File: src/rtl/ps2_host_transmitter.sv
// Host-to-device PS/2 transmitter.
// Sends one command byte to the keyboard over the shared open-drain clock and
// data pair: clock inhibit, start bit, 8 data bits LSB first, odd parity, stop,
// then the device ACK. Any stall in device clocking aborts the transfer with
// error set, so the firmware never waits on a dead or missing keyboard.
//
// Request handshake: txStart is a one-cycle request. It is accepted only in a
// cycle where busy=0 and done=0. On acceptance txData is latched and busy rises
// on the next edge. Requests made while busy (or in the done cycle) are dropped
// without effect. done pulses for one cycle when the transfer ends, and error,
// which is valid with done, holds its value until the next accepted request.
`timescale 1ns/1ps

module ps2_host_transmitter #(
  parameter int INHIBIT_CYCLES = 1200,
  parameter int TIMEOUT_CYCLES = 240000
) (
  input  logic       clk,
  input  logic       reset,
  input  logic       ps2ClkIn,
  input  logic       ps2DataIn,
  output logic       ps2ClkOe,
  output logic       ps2DataOe,
  input  logic [7:0] txData,
  input  logic       txStart,
  output logic       busy,
  output logic       done,
  output logic       error,
  output logic [2:0] state_dbg
);

  localparam int INH_W = (INHIBIT_CYCLES > 1) ? $clog2(INHIBIT_CYCLES) : 1;
  localparam int TMO_W = (TIMEOUT_CYCLES > 1) ? $clog2(TIMEOUT_CYCLES) : 1;

  localparam logic [INH_W-1:0] INH_LAST = INH_W'(INHIBIT_CYCLES - 1);
  localparam logic [TMO_W-1:0] TMO_LAST = TMO_W'(TIMEOUT_CYCLES - 1);

  typedef enum logic [2:0] {
    S_IDLE      = 3'd0,
    S_INHIBIT   = 3'd1,
    S_REQUEST   = 3'd2,
    S_SHIFT     = 3'd3,
    S_ACK       = 3'd4,
    S_WAIT_IDLE = 3'd5
  } state_t;

  state_t           state;
  logic             clk_s1;
  logic             clk_s2;
  logic             clk_s3;
  logic             data_s1;
  logic             data_s2;
  logic             fall;
  logic [9:0]       frame;
  logic [3:0]       bit_idx;
  logic [INH_W-1:0] cnt;
  logic [TMO_W-1:0] tmo;

  // Bring the asynchronous line levels into the clk domain; idle level is 1.
  always_ff @(posedge clk or posedge reset) begin
    if (reset) begin
      clk_s1  <= 1'b1;
      clk_s2  <= 1'b1;
      clk_s3  <= 1'b1;
      data_s1 <= 1'b1;
      data_s2 <= 1'b1;
    end else begin
      clk_s1  <= ps2ClkIn;
      clk_s2  <= clk_s1;
      clk_s3  <= clk_s2;
      data_s1 <= ps2DataIn;
      data_s2 <= data_s1;
    end
  end

  // Device clock falling edge as seen by the synchronized clock line.
  assign fall = clk_s3 & ~clk_s2;

  assign state_dbg = state;

  // Transfer sequencer; every line-drive and status output is a register.
  always_ff @(posedge clk or posedge reset) begin
    if (reset) begin
      state     <= S_IDLE;
      ps2ClkOe  <= 1'b0;
      ps2DataOe <= 1'b0;
      busy      <= 1'b0;
      done      <= 1'b0;
      error     <= 1'b0;
      frame     <= '0;
      bit_idx   <= '0;
      cnt       <= '0;
      tmo       <= '0;
    end else begin
      done <= 1'b0;
      case (state)
        S_IDLE: begin
          ps2ClkOe  <= 1'b0;
          ps2DataOe <= 1'b0;
          // done is high only in the first IDLE cycle, so a request there is dropped.
          if (txStart && !done) begin
            frame    <= {1'b1, ~^txData, txData};
            busy     <= 1'b1;
            error    <= 1'b0;
            cnt      <= '0;
            ps2ClkOe <= 1'b1;
            state    <= S_INHIBIT;
          end
        end

        S_INHIBIT: begin
          ps2ClkOe <= 1'b1;
          if (cnt == INH_LAST) begin
            // Start bit goes out while the clock is still held low.
            ps2DataOe <= 1'b1;
            state     <= S_REQUEST;
          end else begin
            cnt <= cnt + 1'b1;
          end
        end

        S_REQUEST: begin
          // Releasing the clock hands control of clocking to the device.
          ps2ClkOe <= 1'b0;
          bit_idx  <= '0;
          tmo      <= '0;
          state    <= S_SHIFT;
        end

        S_SHIFT: begin
          if (fall) begin
            // Change data while the device clock is low; it samples on the rise.
            ps2DataOe <= ~frame[bit_idx];
            tmo       <= '0;
            if (bit_idx == 4'd9) begin
              state <= S_ACK;
            end else begin
              bit_idx <= bit_idx + 1'b1;
            end
          end else if (tmo == TMO_LAST) begin
            ps2ClkOe  <= 1'b0;
            ps2DataOe <= 1'b0;
            error     <= 1'b1;
            done      <= 1'b1;
            busy      <= 1'b0;
            state     <= S_IDLE;
          end else begin
            tmo <= tmo + 1'b1;
          end
        end

        S_ACK: begin
          if (fall) begin
            // Device pulls data low to acknowledge; a high level is a NACK.
            error <= data_s2;
            tmo   <= '0;
            state <= S_WAIT_IDLE;
          end else if (tmo == TMO_LAST) begin
            ps2ClkOe  <= 1'b0;
            ps2DataOe <= 1'b0;
            error     <= 1'b1;
            done      <= 1'b1;
            busy      <= 1'b0;
            state     <= S_IDLE;
          end else begin
            tmo <= tmo + 1'b1;
          end
        end

        S_WAIT_IDLE: begin
          if (clk_s2 && data_s2) begin
            done  <= 1'b1;
            busy  <= 1'b0;
            state <= S_IDLE;
          end else if (fall) begin
            tmo <= '0;
          end else if (tmo == TMO_LAST) begin
            ps2ClkOe  <= 1'b0;
            ps2DataOe <= 1'b0;
            error     <= 1'b1;
            done      <= 1'b1;
            busy      <= 1'b0;
            state     <= S_IDLE;
          end else begin
            tmo <= tmo + 1'b1;
          end
        end

        default: begin
          ps2ClkOe  <= 1'b0;
          ps2DataOe <= 1'b0;
          busy      <= 1'b0;
          state     <= S_IDLE;
        end
      endcase
    end
  end

endmodule

File: config.mk
export PLATFORM = sky130hd
export DESIGN_NAME = ps2_host_transmitter
export DESIGN_NICKNAME = d
export VERILOG_FILES = /design/src/rtl/ps2_host_transmitter.sv
export SDC_FILE = /design/constraint.sdc
export NUM_CORES = 1
export LEC_CHECK = 0
export CORE_UTILIZATION = 30
export DETAILED_ROUTE_END_ITERATION = 16
export HOLD_SLACK_MARGIN = 0.06
export PLACE_DENSITY = 0.55
export SYNTH_ARGS = -nofsm -noshare
export SYNTH_HDL_FRONTEND = slang
export SYNTH_SLANG_ARGS = --single-unit
File: constraint.sdc
create_clock -name clk -period 2.1 [get_ports clk]
set_input_delay 0.21 -clock clk [delete_from_list [all_inputs] [get_ports clk]]
set_output_delay 0.21 -clock clk [all_outputs]
set_load 0.1 [all_outputs]
==> out/qor.json <==
{
  "yosys": {
    "synthesis.instances": 313,
    "synth_area_sq_um": 3080,
    "netlist-cell-type-count": 59,
    "yosys_register_bits": 56,
    "ys_top_cells_by_area": "sky130_fd_sc_hd__dfrtp_1 41%, sky130_fd_sc_hd__xnor2_1 5.7%, sky130_fd_sc_hd__dfstp_2 4.3%, sky130_fd_sc_hd__nor2_1 4.3%, sky130_fd_sc_hd__mux2_2 4.0%",
    "warnings_from_yosys": 0,
    "synth.yosys.seq_area_share_pct": 45.7,
    "yosys_most_used_dff": "sky130_fd_sc_hd__dfrtp_1",
    "dominant_cell_by_count_in_the_synthesized_netlist": "sky130_fd_sc_hd__dfrtp_1",
    "synth_top_cells_by_count": "51 x sky130_fd_sc_hd__dfrtp_1, 35 x sky130_fd_sc_hd__nor2_1, 20 x sky130_fd_sc_hd__o21ai_0, 20 x sky130_fd_sc_hd__xnor2_1, 18 x sky130_fd_sc_hd__nand2_1",
    "netlist.area_leader.share_pct": 41.4,
    "async_flop_share_pct": 100,
    "syn_nets": 330,
    "synth_edf_count": 0,
    "syn_area_per_cell_sq_um": 9.85,
    "post-synth-top-area-cell": "sky130_fd_sc_hd__dfrtp_1"
  },
  "power": {
    "ir_drop_mv": 0.647,
    "leakagePower_nw": 1.49,
    "power_density_nw_per_um2": 1100
  },
  "critical_path": {
    "worst-endpoint-arrival_ns": 2.13,
    "critPathKind": "reg -> reg",
    "worst_flop_to_flop_path_startpoint": "tmo[1]$_DFFE_PP0P_",
    "critPathLaunchType": "flip-flop",
    "worstPathCellList": "ha_1, and2_1, nand4_1, or2_2, o21ai_2, mux2_2",
    "cp_num_buf_inv": 0,
    "rr_worst_depth": 6,
    "critical_path_data_required_time_ns": 2.30,
    "worst-r2r-setup-slack_ns": 0.18,
    "cp-end-kind": "flip-flop",
    "max_stage_delay_ns": 0.42,
    "top_delay_family_on_crit_path": "simple AND/OR/NAND/NOR gates",
    "cp_max_fo": 6,
    "cp_slowest_cell": "sky130_fd_sc_hd__dfrtp_1",
    "ff_to_ff_end": "tmo[0]$_DFFE_PP0P_"
  },
  "detailed_routing": {
    "drt_drc_violations_left": 0,
    "first_pass_iters": 4,
    "via_per_inst": 5.01,
    "drtAntennaViolNets": 0,
    "drt_iter0_drc": 155,
    "routed_wire_length_per_instance_um": 13.7,
    "drt_wl_total_mm": 6.60,
    "num_vias": 2420
  },
  "sta": {
    "rsz0062_at_grt": "false",
    "worst_pin_slew_ns": 0.604,
    "skew_ns": 0.0145,
    "hold-worst-slack_ns": 0.242,
    "finalSetupViolCount": 0,
    "drv_slew": 0,
    "period_minus_slack_ns": 1.92,
    "max-slew-margin-rel_pct": 59.5,
    "final_critical_path_setup_slack_ns": 0.176,
    "clock.fmax_mhz": 520,
    "post-route-period-util_pct": 91.6,
    "final-hold-violation-count": 0
  },
  "global_route": {
    "number_of_antenna_violations_at_the_first_check_in_global_routing": 0,
    "wire_length_of_the_first_global_routing_pass_mm": 11.4,
    "first_global_vias": 2323,
    "globalRouteOverflowTotal": 0,
    "globalRouteTotalUtil_pct": 13.8,
    "pin_count_of_the_biggest_net_entering_global_routing": 57
  },
  "clock_tree": {
    "clk_root_buffer_cell": "sky130_fd_sc_hd__clkbuf_8",
    "clock_tree.htree_level_count": 2,
    "numClockSinks": 56,
    "tritoncts.num_buffers": 5,
    "clk_latency_ns": 0.32,
    "postCtsHoldBufs": 0,
    "max-clock-path-buffers": 2,
    "cts_tree": "yes",
    "clkSlewWorstSetupHoldPaths_ns": 0.10
  },
  "layout": {
    "num_antenna_cells": 0,
    "fin_nets": 366,
    "share_of_layout_cells_above_drive_strength_1_pct": 22.6,
    "utilization_pct": 37.0,
    "filler_cell_count": 1005,
    "areaGrowthSynthToFinish_pct": 18.4
  },
  "hold_path": {
    "holdCritPathClass": "in -> async"
  },
  "place": {
    "dp_slack_ns": -0.0808,
    "placement.io_buffers": 20,
    "place_congestion": 0.861,
    "hpwl_mm": 4.73
  },
  "run_status": {
    "result_of_the_run": "completed"
  },
  "die": {
    "num_io_pins": 21,
    "placement_rows": 36,
    "die-area_sq_um": 10700,
    "start_util_pct": 31.3,
    "fp.coreArea_sq_um": 9860,
    "die_height_um": 103,
    "die_width_um": 103
  },
  "flow_run": {
    "max_cap_violations": 0
  }
}
## stage by stage
step                      setup TNS, ns  instance area (sq um)  power [mW]  instances
after floorplan                 -0.0519                   3090        2.89        313
after global placement         -0.00415                   3550        3.38        475
after detailed placement         -0.396                   3550        3.39        475
after CTS                             0                   3650        4.05        483
after global routing                  0                   3650        4.27        483
final                                 0                   3650        4.01        483
## registers in the layout (all words and copies together) (netlist names)
name,count
error,1
ps2ClkOe,1
data_s1,1
tmo,18
state_dbg,3
done,1
data_s2,1
clk_s3,1
frame,10
clk_s2,1
cnt,11
bit_idx,4
busy,1
clk_s1,1
ps2DataOe,1
## what timing repair did
item                                    in CTS  in global routing
hold endpoints to repair                     0                  0
setup buffers                                0                  0
gates resized for setup                      1                  0
endpoints found under the setup margin       7                  0
## area by class of cell
type                       instances  area [sq um]  share of cell area, %
multi-input combinational        235          1580                   43.4
sequential                        56          1410                   38.7
timing repair buffer              42           358                   9.80
tap                              133           166                   4.56
clock buffer                       6          82.6                   2.26
inverter                           9          33.8                  0.925
clock inverter                     2          13.8                  0.377
## where the power goes
part,internal [mW],switching (mW),total (mW),leakage [nW]
Clock,0.271,0.373,0.644,0.0516
Combinational,0.711,1.06,1.77,0.722
Sequential,1.33,0.262,1.59,0.718
Total,2.31,1.70,4.01,1.49
## kinds of logic after synthesis
family | count (synthesis) | share of synthesized area, %
buffers and inverters | 22 | 3.12
AOI/OAI and AO/OA | 58 | 12.3
adders and majority gates | 4 | 1.62
DFF | 56 | 45.7
xor gates and xnor gates | 26 | 7.39
and+or+nand+nor | 132 | 23.8
muxes | 15 | 6.13
## layout by cell type, fill, tap and decap left out, types with 7 or more instances in the layout
cell type / instances
sky130_fd_sc_hd__a21oi_1: 15
sky130_fd_sc_hd__buf_4: 29
sky130_fd_sc_hd__clkdlybuf4s50_1: 12
sky130_fd_sc_hd__dfrtp_1: 47
sky130_fd_sc_hd__inv_1: 8
sky130_fd_sc_hd__mux2_2: 11
sky130_fd_sc_hd__nand2_1: 18
sky130_fd_sc_hd__nand3_1: 17
sky130_fd_sc_hd__nor2_1: 35
sky130_fd_sc_hd__nor3_1: 7
sky130_fd_sc_hd__o21ai_0: 20
sky130_fd_sc_hd__or3_1: 7
sky130_fd_sc_hd__xnor2_1: 20
## layer usage
metal | wire length (um) | GRT usage [%] | part of all wire (%) | vias to the layer above
met4 | 94 | 4.23 | 1.4 | 0
met1 | 3210 | 19.2 | 49 | 1178
met5 | 0 | 0 | 0 | -
met2 | 3080 | 22.2 | 47 | 44
met3 | 211 | 2.02 | 3.2 | 6
li1 | - | - | - | 1192
## how the worst max path moves through the flow
stage | cells past startpoint | slack [ns] | start | end
after floorplan | 6 | -0.05 | state_dbg[0]$_DFFE_PP0P_ | cnt[10]$_DFFE_PP0P_
final | 6 | 0.18 | tmo[1]$_DFFE_PP0P_ | tmo[0]$_DFFE_PP0P_
after CTS | 6 | 0.17 | tmo[1]$_DFFE_PP0P_ | tmo[0]$_DFFE_PP0P_
after detailed placement | 6 | -0.08 | tmo[1]$_DFFE_PP0P_ | tmo[5]$_DFFE_PP0P_
after global routing | 6 | 0.05 | tmo[1]$_DFFE_PP0P_ | tmo[6]$_DFFE_PP0P_
after global placement | 4 | -0.004 | tmo[9]$_DFFE_PP0P_ | tmo[2]$_DFFE_PP0P_
## tightest hold or removal path, stage by stage
cell and delay [ns]:
sky130_fd_sc_hd__clkdlybuf4s50_1 0.41, sky130_fd_sc_hd__inv_2 0.07, sky130_fd_sc_hd__buf_12 0.27
Power figures use the tool's default switching activity.
